File: config.mk
export PLATFORM = sky130hd
export DESIGN_NAME = writeback_stage_p
export DESIGN_NICKNAME = d
export VERILOG_FILES = /design/src/rtl/simplerisc_pkg.sv /design/src/rtl/wb_data_sel.sv /design/src/rtl/writeback_stage_p.sv
export SDC_FILE = /design/constraint.sdc
export NUM_CORES = 1
export LEC_CHECK = 0
export BUFFER_PORTS_ARGS = -buffer_cell sky130_fd_sc_hd__buf_2
export CAP_MARGIN = 20
export CORE_ASPECT_RATIO = 0.8
export CORE_MARGIN = 5
export CORE_UTILIZATION = 40
export CTS_CLUSTER_SIZE = 10
export DETAILED_ROUTE_END_ITERATION = 7
export GPL_ROUTABILITY_DRIVEN = 0
export HOLD_SLACK_MARGIN = 0.05
export PLACE_DENSITY = 0.74
export SLEW_MARGIN = 20
export SYNTH_ARGS = -nofsm -noshare
export SYNTH_HDL_FRONTEND = slang
export SYNTH_SLANG_ARGS = --single-unit
File: constraint.sdc
create_clock -name clk -period 7.3 [get_ports clk]
set_clock_uncertainty 0.2 [all_clocks]
set_input_delay 1.095 -clock clk [delete_from_list [all_inputs] [get_ports clk]]
set_output_delay 1.095 -clock clk [all_outputs]
set_load 0.02 [all_outputs]
File: src/rtl/simplerisc_pkg.sv
// Shared SimpleRISC writeback definitions: data-select encodings and
// architectural constants used by the writeback stage and hazard logic.
package simplerisc_pkg;

    typedef enum logic [1:0] {
        WB_SEL_ALU = 2'b00,
        WB_SEL_LD  = 2'b01,
        WB_SEL_PC  = 2'b10,
        WB_SEL_ILL = 2'b11
    } wb_sel_e;

    localparam int RA_IDX_DEFAULT = 15;
    localparam int PC_STEP        = 4;

endpackage

File: src/rtl/wb_data_sel.sv
// Pure combinational writeback select: picks data and destination from the
// call/load selectors and flags the illegal call+load combination.
module wb_data_sel
    import simplerisc_pkg::*;
#(
    parameter int DATA_W = 32,
    parameter int REG_AW = 4,
    parameter int RA_IDX = RA_IDX_DEFAULT
) (
    input  logic              is_call_i,
    input  logic              is_ld_i,
    input  logic [REG_AW-1:0] rd_i,
    input  logic [DATA_W-1:0] alu_i,
    input  logic [DATA_W-1:0] ld_i,
    input  logic [DATA_W-1:0] pc_i,
    output logic [DATA_W-1:0] wdata_o,
    output logic [REG_AW-1:0] waddr_o,
    output logic              illegal_o
);

    wb_sel_e sel;

    assign sel = wb_sel_e'({is_call_i, is_ld_i});

    always_comb begin
        wdata_o   = alu_i;
        illegal_o = 1'b0;
        case (sel)
            WB_SEL_ALU: wdata_o = alu_i;
            WB_SEL_LD:  wdata_o = ld_i;
            WB_SEL_PC:  wdata_o = pc_i + DATA_W'(PC_STEP);
            WB_SEL_ILL: illegal_o = 1'b1;
            default:    illegal_o = 1'b1;
        endcase
    end

    // Calls link into the return-address register regardless of rd.
    assign waddr_o = is_call_i ? REG_AW'(RA_IDX) : rd_i;

endmodule

File: src/rtl/writeback_stage_p.sv
// Registered writeback stage: captures the MW bundle, drives the register-file
// write and forwarding ports, and keeps flags, a retire counter and a select error.
module writeback_stage_p
    import simplerisc_pkg::*;
#(
    parameter int DATA_W = 32,
    parameter int REG_AW = 4,
    parameter int RA_IDX = RA_IDX_DEFAULT,
    parameter int NFLAG  = 1,
    parameter int CNT_W  = 32
) (
    input  logic              clk,
    input  logic              rst,
    input  logic              in_valid,
    input  logic              hold,
    input  logic              flush,
    input  logic [REG_AW-1:0] rd_in,
    input  logic [DATA_W-1:0] pc_in,
    input  logic [DATA_W-1:0] alu_in,
    input  logic [DATA_W-1:0] ld_in,
    input  logic              is_wb_in,
    input  logic              is_ld_in,
    input  logic              is_call_in,
    input  logic              is_set_in,
    input  logic              is_reset_in,
    input  logic [NFLAG-1:0]  flag_mask_in,
    output logic              rf_we,
    output logic [REG_AW-1:0] rf_waddr,
    output logic [DATA_W-1:0] rf_wdata,
    output logic              fwd_valid,
    output logic [NFLAG-1:0]  flags,
    output logic [CNT_W-1:0]  retired,
    output logic              sel_err
);

    logic              valid_q;
    logic [REG_AW-1:0] rd_q;
    logic [DATA_W-1:0] pc_q;
    logic [DATA_W-1:0] alu_q;
    logic [DATA_W-1:0] ld_q;
    logic              isWb_q;
    logic              isLd_q;
    logic              isCall_q;
    logic              isSet_q;
    logic              isReset_q;
    logic [NFLAG-1:0]  mask_q;

    logic [NFLAG-1:0]  flags_q, flags_d;
    logic [CNT_W-1:0]  retired_q, retired_d;
    logic              selErr_q, selErr_d;

    logic              capture;
    logic              commit;
    logic              illegal;

    assign capture = in_valid & ~hold & ~flush;
    assign commit  = valid_q & ~flush;

    // Fields are held after a bubble so rf_waddr/rf_wdata keep their last value.
    always_ff @(posedge clk) begin
        if (rst) begin
            valid_q   <= 1'b0;
            rd_q      <= '0;
            pc_q      <= '0;
            alu_q     <= '0;
            ld_q      <= '0;
            isWb_q    <= 1'b0;
            isLd_q    <= 1'b0;
            isCall_q  <= 1'b0;
            isSet_q   <= 1'b0;
            isReset_q <= 1'b0;
            mask_q    <= '0;
            flags_q   <= '0;
            retired_q <= '0;
            selErr_q  <= 1'b0;
        end else begin
            valid_q   <= capture;
            if (capture) begin
                rd_q      <= rd_in;
                pc_q      <= pc_in;
                alu_q     <= alu_in;
                ld_q      <= ld_in;
                isWb_q    <= is_wb_in;
                isLd_q    <= is_ld_in;
                isCall_q  <= is_call_in;
                isSet_q   <= is_set_in;
                isReset_q <= is_reset_in;
                mask_q    <= flag_mask_in;
            end
            flags_q   <= flags_d;
            retired_q <= retired_d;
            selErr_q  <= selErr_d;
        end
    end

    wb_data_sel #(
        .DATA_W (DATA_W),
        .REG_AW (REG_AW),
        .RA_IDX (RA_IDX)
    ) u_sel (
        .is_call_i (isCall_q),
        .is_ld_i   (isLd_q),
        .rd_i      (rd_q),
        .alu_i     (alu_q),
        .ld_i      (ld_q),
        .pc_i      (pc_q),
        .wdata_o   (rf_wdata),
        .waddr_o   (rf_waddr),
        .illegal_o (illegal)
    );

    // Illegal selects and conflicting set+reset leave flags alone but still retire.
    always_comb begin
        flags_d   = flags_q;
        retired_d = retired_q;
        selErr_d  = selErr_q;
        if (commit) begin
            retired_d = retired_q + 1'b1;
            if (illegal) begin
                selErr_d = 1'b1;
            end else if (isSet_q && isReset_q) begin
                selErr_d = 1'b1;
            end else if (isSet_q) begin
                flags_d = flags_q | mask_q;
            end else if (isReset_q) begin
                flags_d = flags_q & ~mask_q;
            end
        end
    end

    assign rf_we     = commit & isWb_q & ~illegal;
    assign fwd_valid = rf_we;
    assign flags     = flags_q;
    assign retired   = retired_q;
    assign sel_err   = selErr_q;

endmodule

==> Yosys cells after proc, flatten, opt, wreduce, memory -nomap -nowiden <==
Index checks and enable logic that the tools add are counted.
{ "word_totals": {"reg_bits": 141, "in_bits": 111, "output_inout_bits": 72} }
{ "classes": {"n_addsub": 2, "eq_ne": 3, "mux": 7, "n_bitwise": 12, "reduce_logical": 5} }
{ "op_table": {"columns": ["op", "n"], "rows": [
  ["32-bit one-hot mux with 2 select lines", 1],
  ["32-bit by 1-bit adder with 32-bit output (second input constant)", 1],
  ["32-bit by 3-bit adder with 32-bit output (second input constant)", 1],
  ["1-bit AND", 6],
  ["1-bit two-way mux", 5],
  ["1-bit NOT", 5],
  ["2-bit equality test (second input constant)", 2],
  ["4-bit two-way mux", 1],
  ["4-bit AND reduction", 1],
  ["2-bit nonzero test", 2],
  ["2-bit by 1-bit equality test with 1-bit output (second input constant)", 1],
  ["2-bit AND reduction", 1],
  ["1-bit logical AND", 1],
  ["1-bit bitwise OR", 1]
]} }

==> Depth between registers and ports, before layout <==
Gate-level depths: netlist of run 1.
{ "logic_depth": {"depth_word": 4, "mapped_depth": 7, "depth_no_buf": 6} }

==> By module <==
Synthesis of run 1 repeated with hierarchy kept, for this count alone.
{ "hier_totals": {"cells_unflattened": 853, "hier_area_um2": 6481.2} }
{ "modules_own_cells": {"columns": ["module", "n_inst", "cells_per_inst", "area_each_um2", "seq_area_each_um2"], "rows": [
  ["writeback_stage_p", 1, 649, 5202.5, 2822.7],
  ["wb_data_sel", 1, 204, 1278.7, 0.0]
]} }

==> Worst setup path after synthesis of run 1 <==
No wires, ideal clock.
{ "synth_path": {"kind": "reg-to-output", "from": "reg pc_q[9]", "to": "out rf_wdata[24]", "arrival_time_ps": 2158, "required_time_ps": 6005, "setup_slack_ps": 3847, "path_stages_with_launch": 7, "n_path_buf": 1, "path_cell_list": "dfxtp_1 > nand4_2 > or4_1 > buf_2 > nor4_1 > xnor2_1 > a221oi_1"} }
{ "synth_via": {"elab_chain_cells": 2} }
{ "synth_rtl": {"columns": ["element", "line_no", "source"], "rows": [
  ["from (decl)", "writeback_stage_p.sv:38", "logic [DATA_W-1:0] pc_q;"],
  ["from (signal assigned)", "writeback_stage_p.sv:80", "pc_q <= pc_in;"],
  ["32-bit by 3-bit adder with 32-bit output", "wb_data_sel.sv:31", "WB_SEL_PC: wdata_o = pc_i + DATA_W'(PC_STEP);"],
  ["32-bit one-hot mux with 2 select lines", "wb_data_sel.sv:28", "case (sel)"],
  ["to (decl)", "writeback_stage_p.sv:29", "output logic [DATA_W-1:0] rf_wdata,"]
]} }
Every way passes these cells.

==> Worst setup path after layout of run 1 <==
{ "layout_path": {"from": "reg isLd_q", "to": "out rf_wdata[31]"} }
{ "layout_via": {"elab_chain_cells": 2, "word_cells_on_any_way": 3, "cone_classes": "2 x eq/ne; 1 x mux"} }
{ "layout_rtl": {"columns": ["element", "line_no", "source"], "rows": [
  ["from (decl)", "writeback_stage_p.sv:42", "logic isLd_q;"],
  ["from (signal assigned)", "writeback_stage_p.sv:84", "isLd_q <= is_ld_in;"],
  ["2-bit equality test / 2-bit by 1-bit equality test with 1-bit output (equally long branches)", "wb_data_sel.sv:28", null],
  ["32-bit one-hot mux with 2 select lines (*)", "wb_data_sel.sv:28", null]
]} }
Mark *: on every way between the ends. The rest lies on a longest branch, timed or not.

==> impl_metrics.json, run 1 <==
{
  "routed-wl-met3_um": 1560,
  "hp-class": "reg -> reg",
  "dieHeight_um": 123,
  "grt_start_max_net_pins": 108,
  "switching_share_pct": 26.7,
  "synthArstFlopShare_pct": 0,
  "vdd_drop_max_mv": 0.161,
  "post_cts_resized": 0,
  "crit_required_ps": 6000,
  "worst_pin_slew_ps": 1090,
  "layout-drive-gt1-share_pct": 22.8,
  "rsz0062_at_grt": "no",
  "synth-warning-count": 0,
  "dp_cells": 1196,
  "grtUsageTotal_pct": 20.7,
  "fin_crit_ps": 4290,
  "avgRoutedWirePerCell_um": 15.9,
  "syn_nets": 969,
  "finalPower_mw": 1.76,
  "clkLatencyLatePin_ps": 420,
  "path_buf_inv": 3,
  "pwr-share-seq_pct": 45.7,
  "leakage_nw": 3.15,
  "ys_seq_area_share_pct": 44.0,
  "design.core.area_um2": 15700,
  "status": "completed",
  "num_vias": 6296,
  "routed_via_density": 5.12,
  "clk_pin_slew_ps": 60,
  "synth_area_um2": 6420,
  "cp-end-kind": "primary output",
  "drv_cap": 0,
  "multi_input_area_um2": 3310,
  "hold_path_depth": 2,
  "reg2reg_slack_ps": 4980,
  "synth_cells": 852,
  "p_per_area_nw_per_um2": 220,
  "cts_sinks": 141,
  "cp.arrival_ps": 2990,
  "cts_tree": "done",
  "firstDrtPassIters": 6,
  "synthFlopType": "dfxtp_1",
  "cts_made_buffers": 17,
  "routed_wl_um": 19600,
  "hold_viol": 0,
  "crit_path_top_delay_cell": "nand2b_1",
  "cts_max_level": 4,
  "crit_path_start_kind": "flop",
  "setup-tns-final_ps": 0,
  "dp_hpwl_um": 13800,
  "gr-total-overflow": 0,
  "hold-worst-slack_ps": 249,
  "cts_root_buffer": "clkbuf_16",
  "die_w_um": 152,
  "route.met2.wl_um": 8430,
  "crit_path_max_fanout": 65,
  "worstReg2RegEnd": "retired[22]$_SDFFE_PP0P_",
  "holdBufCountCts": 0,
  "crit_chain": "inv_1, ha_2, buf_4, nand2b_1, o221ai_1, buf_2",
  "io_buffers": 182,
  "grt_pass1_wl_um": 29900,
  "crit_path_max_incr_delay_ps": 740,
  "pin_count": 183,
  "antenna_found_initial": 1,
  "drcViolationCount": 0,
  "seq_area_um2": 2820,
  "rr_worst_depth": 6,
  "drt_iter0_drc": 604,
  "min_period_over_period_pct": 58.7,
  "finalNonFillerCells": 1229,
  "die_area_um2": 18700,
  "reg2reg_from": "retired[0]$_SDFFE_PP0P_",
  "cts_max_path_buffers": 2,
  "min_to": "rd_q[3]$_SDFFE_PP0P_",
  "drv_slew": 0,
  "pwr-share-comb_pct": 8.0,
  "area_growth_pct": 24.8,
  "min_from": "rd_q[3]$_SDFFE_PP0P_",
  "worstSetupPathType": "reg -> out",
  "ant_nets": 0,
  "initial_core_util_pct": 40.7,
  "max_freq_mhz": 233,
  "internal-power_mw": 1.29,
  "cts_setup_buffers": 0,
  "placementRows": 41,
  "nets": 1118,
  "top_layer": "met5",
  "relSlewSlack_pct": 27.4,
  "setup_viol": 0,
  "m1WireLength_um": 9380,
  "fin_util_pct": 50.8,
  "grt_pass1_vias": 5638,
  "power.switching_mw": 0.470,
  "num_antenna_cells": 0,
  "power_frac_clock_pct": 46.3,
  "fillers": 1559,
  "critPathTopFamily": "buffers and inverters",
  "synth-edff-count": 0,
  "ys_types": 40,
  "syn_area_per_cell_um2": 7.53,
  "yosys_register_bits": 141
}
cell usage after synthesis (13+ instances only):
| cell type | instances | area share, % |
|---|---|---|
| nand4_1 | 22 | 2.1 |
| o221ai_1 | 15 | 2.0 |
| xnor2_1 | 20 | 2.7 |
| xor2_1 | 35 | 4.8 |
| o21ai_0 | 13 | 1.0 |
| nand3_1 | 17 | 1.3 |
| inv_1 | 20 | 1.2 |
| clkbuf_1 | 54 | 3.2 |
| nor2_1 | 40 | 2.3 |
| nand2_1 | 268 | 16 |
| a21oi_1 | 120 | 9.4 |
| dfxtp_1 | 141 | 44 |
cell type report:
type,count,area share [%]
Multi-Input combinational cell,633,41.3
Sequential cell,141,35.3
Timing Repair Buffer,188,12.2
Clock buffer,17,5.31
Tap cell,215,3.36
Clock inverter,15,1.63
Inverter,20,0.938
worst max path at each step:
stage                                    start            to  slack, ps  cells after the start
after floorplan           pc_q[9]$_SDFFE_PP0P_  rf_wdata[24]       3850                      6
after global placement     isLd_q$_SDFFE_PP0P_  rf_wdata[31]       3470                      6
after detailed placement   isLd_q$_SDFFE_PP0P_  rf_wdata[31]       3480                      6
after CTS                  isLd_q$_SDFFE_PP0P_  rf_wdata[31]       3000                      6
after global routing       isLd_q$_SDFFE_PP0P_  rf_wdata[31]       2870                      6
final                      isLd_q$_SDFFE_PP0P_  rf_wdata[31]       3010                      6
worst register-to-register path: stages, from the launching register on:
cell	delay, ps
dfxtp_1	430
ha_1	210
nand3b_1	150
or4_1	660
nor4_1	330
xnor2_1	170
nor2_1	60
power groups by stage:
stage / logic, mW / clock network (mW) / registers (mW)
final: 0.140 / 0.814 / 0.804
after detailed placement: 0.138 / 0 / 0.821
after floorplan: 0.0794 / 0 / 0.817
after CTS: 0.138 / 0.831 / 0.804
after global placement: 0.137 / 0 / 0.820
after global routing: 0.153 / 0.865 / 0.806
cells by family after synthesis:
family	synth area share (%)
adders and majority gates	1.17
xor gates and xnor gates	7.51
buffers and inverters	4.64
DFF	44.0
AOI/OAI and AO/OA	14.6
and+or+nand+nor	27.8
muxes	0.312
registers in the layout (all words and copies together), names as in the netlist, named ones only:
| register | count |
|---|---|
| ld_q | 32 |
| mask_q | 1 |
| pc_q | 32 |
| rd_q | 4 |
| isCall_q | 1 |
| sel_err | 1 |
| alu_q | 32 |
| isLd_q | 1 |
| isSet_q | 1 |
| retired | 32 |
| isReset_q | 1 |
| isWb_q | 1 |
| valid_q | 1 |
metal layers:
layer  track usage (%)  up-vias
met1              31.1     2877
met3              4.40       24
li1                  -     3167
met4              5.56        2
met2              30.0      226
met5                 0        -
cell usage in the layout (no fill, tap or decap), types with 4 or more instances in the layout:
master	n
nand3_1	17
nand2_1	268
clkbuf_16	17
inv_1	20
nor4_1	8
and3_1	7
xnor2_1	20
or2_2	4
a221oi_1	7
a22oi_1	7
buf_4	6
xor2_1	35
o221ai_1	15
buf_2	181
nand4_1	22
o21ai_0	13
nor3_1	10
nor2_1	40
inv_6	5
or3_1	4
clkinvlp_4	4
a21oi_1	120
ha_1	5
dfxtp_1	141
and2_1	4
metrics by stage:
stage / cell area [um2] / setup slack (ps)
floorplan: 6420 / 3850
global placement: 7420 / 3470
detailed placement: 7420 / 3480
CTS: 7980 / 3000
global route: 8010 / 2870
finish: 8010 / 3010
Note: power is estimated with default switching activity, not from simulation.
==> inputs of run 2 (changes only) <==
- clock period: 7.3 -> 4.25 ns (I/O delays scaled with it)
==> run 2 against run 1 <==
  * Sequential power is 72% higher
  * Non-clock buffer count stayed put
  * Combinational power is 70% higher
  * Register-to-register slack worse by 3100 ps
  * Total power is 70% higher
  * Critical path depth stayed put
  * Routed wire length is 0.59% lower
  * Via count is 0.38% higher
  * Highest routed layer unchanged
==> impl_metrics.json, run 2 (same netlist as run 1, synthesis figures left out) <==
{
  "multi_input_area_um2": 3310,
  "gr-max-usage-layer": "met1",
  "status": "completed",
  "p_per_area_nw_per_um2": 374,
  "routed_wl_um": 19500,
  "min_from": "is_wb_in",
  "firstDrtPassIters": 6,
  "hold_path_depth": 3,
  "grt_pass1_wl_um": 29800,
  "grt_start_max_net_pins": 107,
  "gr-total-overflow": 0,
  "clkLatencyLatePin_ps": 420,
  "die_area_um2": 18700,
  "max_freq_mhz": 270,
  "cp-end-kind": "primary output",
  "dieHeight_um": 123,
  "num_vias": 6320,
  "setup-tns-final_ps": 0,
  "cts_setup_buffers": 0,
  "hold_viol": 0,
  "final_common_cell": "nand2_1",
  "initial_core_util_pct": 40.7,
  "grt_util_met3_pct": 6.71,
  "ant_nets": 0,
  "drv_slew": 0,
  "dp_hpwl_um": 14000,
  "reg2reg_from": "retired[0]$_SDFFE_PP0P_",
  "cts_root_buffer": "clkbuf_16",
  "vdd_drop_max_mv": 0.233,
  "avgRoutedWirePerCell_um": 15.8,
  "met2_usage_pct": 28.8,
  "cts_made_buffers": 17,
  "hp-class": "in -> reg",
  "placementRows": 41,
  "num_antenna_cells": 0,
  "holdBufCountCts": 0,
  "crit_path_start_kind": "flop",
  "design.core.area_um2": 15700,
  "dpl-instance-area_um2": 7460,
  "setup_viol": 0,
  "pin_count": 183,
  "cp.arrival_ps": 2870,
  "drv_cap": 0,
  "drcViolationCount": 0,
  "layout-drive-gt1-share_pct": 22.6,
  "clk_pin_slew_ps": 60,
  "area_growth_pct": 24.7,
  "crit_required_ps": 3410,
  "antenna_found_initial": 2,
  "worstSetupPathType": "reg -> out",
  "drt_iter0_drc": 489,
  "seq_area_um2": 2820,
  "cts_max_path_buffers": 2,
  "gr-usage-met1_pct": 30.6,
  "reg2reg_slack_ps": 1930,
  "postLayoutCellArea_um2": 8000,
  "cts_tree": "done",
  "io_buffers": 182,
  "post_cts_resized": 0,
  "crit_path_max_fanout": 10,
  "nets": 1118,
  "hold-worst-slack_ps": 248,
  "rr_worst_depth": 6,
  "grtUsageTotal_pct": 20.6,
  "cts_max_level": 4,
  "worst_pin_slew_ps": 970,
  "rsz0062_at_grt": "no",
  "fin_crit_ps": 3710,
  "worstSetupStartpoint": "pc_q[10]$_SDFFE_PP0P_",
  "endpoint": "rf_wdata[28]",
  "cts_sinks": 141,
  "leakage_nw": 3.14,
  "relSlewSlack_pct": 34.7,
  "routed_via_density": 5.14,
  "worstReg2RegEnd": "retired[22]$_SDFFE_PP0P_",
  "die_w_um": 152,
  "grt_pass1_vias": 5738,
  "mostFrequentLayoutCells": "nand2_1, buf_2, dfxtp_1",
  "min_period_over_period_pct": 87.2,
  "fillers": 1542
}
## run 2: cell count changes in the layout (fill, tap and decap cells not counted)
cell / delta
inv_6: -3
inv_8: -3
buf_12: +2
clkbuf_1: +2
clkbuf_8: +2
buf_16: -1
buf_4: -1
clkinv_4: +1
clkinvlp_4: +1
## run 2: where the power goes
part	total (mW)	internal, mW	switching [mW]
combinational	0.238	0.0915	0.147
sequential	1.38	1.36	0.0270
clock	1.37	0.781	0.594
## run 2: cell type report
class / count / area share (%)
multi-input combinational: 633 / 41.3
sequential: 141 / 35.3
timing repair buffer: 188 / 12.3
clock buffer: 21 / 5.75
tap: 215 / 3.36
clock inverter: 11 / 1.08
inverter: 20 / 0.938
## run 2: layer usage
metal	vias up	part of all wire, %
met5	-	0.10
li1	3168	-
met2	234	41
met3	20	9.5
met4	4	0.99
met1	2894	48
## run 2: how the worst min path moves through the flow
stage | endpoint | slack, ps
after global placement | rd_q[3]$_SDFFE_PP0P_ | 240
final | isWb_q$_SDFFE_PP0P_ | 250
after floorplan | rd_q[0]$_SDFFE_PP0P_ | 230
after detailed placement | rd_q[3]$_SDFFE_PP0P_ | 240
after CTS | isSet_q$_SDFFE_PP0P_ | 230
after global routing | ld_q[14]$_SDFFE_PP0P_ | 240
## run 2: per-stage QoR
stage | utilization [%] | worst slack (ps) | std cells | power (mW)
2_1_floorplan | - | 1250 | 852 | 1.54
3_3_place_gp | 47.3 | 1030 | 1197 | 1.65
3_5_place_dp | 47.3 | 1010 | 1197 | 1.65
4_1_cts | 50.8 | 548 | 1229 | 3.02
5_1_grt | 50.8 | 344 | 1229 | 3.11
6_report | 50.8 | 543 | 1229 | 3.00
## run 2: critical path: stages, from the launching register on
cell	delay, ps
dfxtp_1	420
nand4_2	190
or4_1	740
or4b_4	540
xor2_1	170
o221ai_2	180
buf_2	200
==> inputs of run 3 (changes only) <==
- MAX_ROUTING_LAYER: default -> met4
- REMOVE_ABC_BUFFERS: default -> 1
==> run 3 against run 2 <==
  * Total power grew 10%
  * Global-route usage grew 0.15 points
  * Hold slack lost 1.7 ps
  * First-iteration DRC count shrank 24%
  * Non-clock buffer count grew 2
  * Highest routed layer is now met4
  * Critical path depth is the same
  * Sequential power is essentially flat
  * Maximum frequency shrank 1.5%
  * Combinational power is essentially flat
  * Worst setup slack lost 56 ps
==> impl_metrics.json, run 3 (same netlist as run 1, synthesis figures left out) <==
{
  "grt_start_max_net_pins": 107,
  "cts_tree": "done",
  "dp_hpwl_um": 13000,
  "final_common_cell": "nand2_1",
  "hold_viol": 0,
  "firstDrtPassIters": 5,
  "clk_pin_slew_ps": 50,
  "top_layer": "met4",
  "design.core.area_um2": 15700,
  "cp.arrival_ps": 2930,
  "cts_root_buffer": "clkbuf_16",
  "worstSetupPathType": "reg -> out",
  "cts_sinks": 141,
  "gr-total-overflow": 0,
  "cp-end-kind": "primary output",
  "setup_viol": 0,
  "routed_via_density": 5.12,
  "post_cts_resized": 0,
  "drcViolationCount": 0,
  "fin_crit_ps": 3760,
  "io_buffers": 182,
  "fin_util_pct": 51.6,
  "rsz0062_at_grt": "no",
  "initial_core_util_pct": 40.7,
  "die_area_um2": 18700,
  "finalNonFillerCells": 1232,
  "area_growth_pct": 26.8,
  "ant_nets": 0,
  "worst_pin_slew_ps": 905,
  "relSlewSlack_pct": 39.2,
  "placementRows": 41,
  "p_per_area_nw_per_um2": 407,
  "cts_setup_buffers": 0,
  "finalPower_mw": 3.31,
  "crit_path_max_fanout": 10,
  "grt_pass1_vias": 5912,
  "cts_made_buffers": 17,
  "cts_max_level": 4,
  "grt_pass1_wl_um": 29900,
  "max_freq_mhz": 266,
  "crit_path_start_kind": "flop",
  "vdd_drop_max_mv": 0.306,
  "min_period_over_period_pct": 88.5,
  "status": "completed",
  "avgRoutedWirePerCell_um": 15.4,
  "m1WireLength_um": 8910,
  "die_w_um": 152,
  "grtUsageTotal_pct": 20.8,
  "drv_cap": 0,
  "dieHeight_um": 123,
  "mostFrequentLayoutCells": "nand2_1, buf_2, dfxtp_1",
  "holdBufCountCts": 0,
  "routed-wl-met3_um": 1030,
  "drv_slew": 0,
  "dp_cells": 1199,
  "leakage_nw": 3.22,
  "layout-drive-gt1-share_pct": 22.8,
  "drt_iter0_drc": 372,
  "routed_wl_um": 18900,
  "crit_required_ps": 3410,
  "antenna_found_initial": 2,
  "pin_count": 183,
  "nets": 1120,
  "setup-tns-final_ps": 0,
  "num_vias": 6304,
  "cts_max_path_buffers": 2,
  "hp-class": "reg -> reg",
  "clkLatencyLatePin_ps": 410,
  "route.met2.wl_um": 8640
}
[run 3: cell count changes in the layout (fill, tap and decap cells not counted), moves of 2 or more]
cell	delta
bufinv_16	+6
inv_6	-2
buf_4	+3
clkinvlp_4	-3
diode_2	+2
clkinv_4	-2
[run 3: power by group]
part / switching (mW) / total (mW) / internal [mW]
registers: 0.0255 / 1.38 / 1.36
clock network: 0.560 / 1.69 / 1.13
logic: 0.147 / 0.238 / 0.0913
[run 3: layer usage]
layer	up-vias	track usage [%]
li1	3167	-
met1	2945	28.4
met2	167	31.1
met3	25	4.21
met4	0	6.45
met5	-	-
[run 3: metrics by stage]
| stage | worst slack (ps) | cell area (um2) | hold WS (ps) |
|---|---|---|---|
| after floorplan | -2600 | 6190 | 225 |
| after global placement | 1050 | 7460 | 238 |
| after detailed placement | 962 | 7460 | 243 |
| after CTS | 502 | 8130 | 245 |
| after global routing | 380 | 8130 | 244 |
| final | 487 | 8130 | 246 |
[run 3: layout make-up]
type,instances,area (um2)
repair buffers,190,986
inverters,20,75.1
well taps,215,269
clock buffers,20,457
fillers,1547,7610
flip-flops and latches,141,2820
multi-input cells,633,3310
diodes,2,5.00
clock inverters,11,214
[run 3: path summary, 6_finish.rpt]
check,from,to,slack (ps),depth (start not counted)
worst max-delay path,pc_q[9]$_SDFFE_PP0P_,rf_wdata[28],490,6
worst min-delay path,sel_err$_SDFFE_PP0P_,sel_err$_SDFFE_PP0P_,250,2
worst max register to register,retired[0]$_SDFFE_PP0P_,retired[22]$_SDFFE_PP0P_,2030,6
worst min register to register,sel_err$_SDFFE_PP0P_,sel_err$_SDFFE_PP0P_,250,2
[run 3: worst max-delay path, stage by stage (launching register included)]
cell      delay, ps
dfxtp_1         440
nand4_2         210
or4_1           780
or4b_4          550
xor2_1          170
o221ai_2        170
buf_2           200
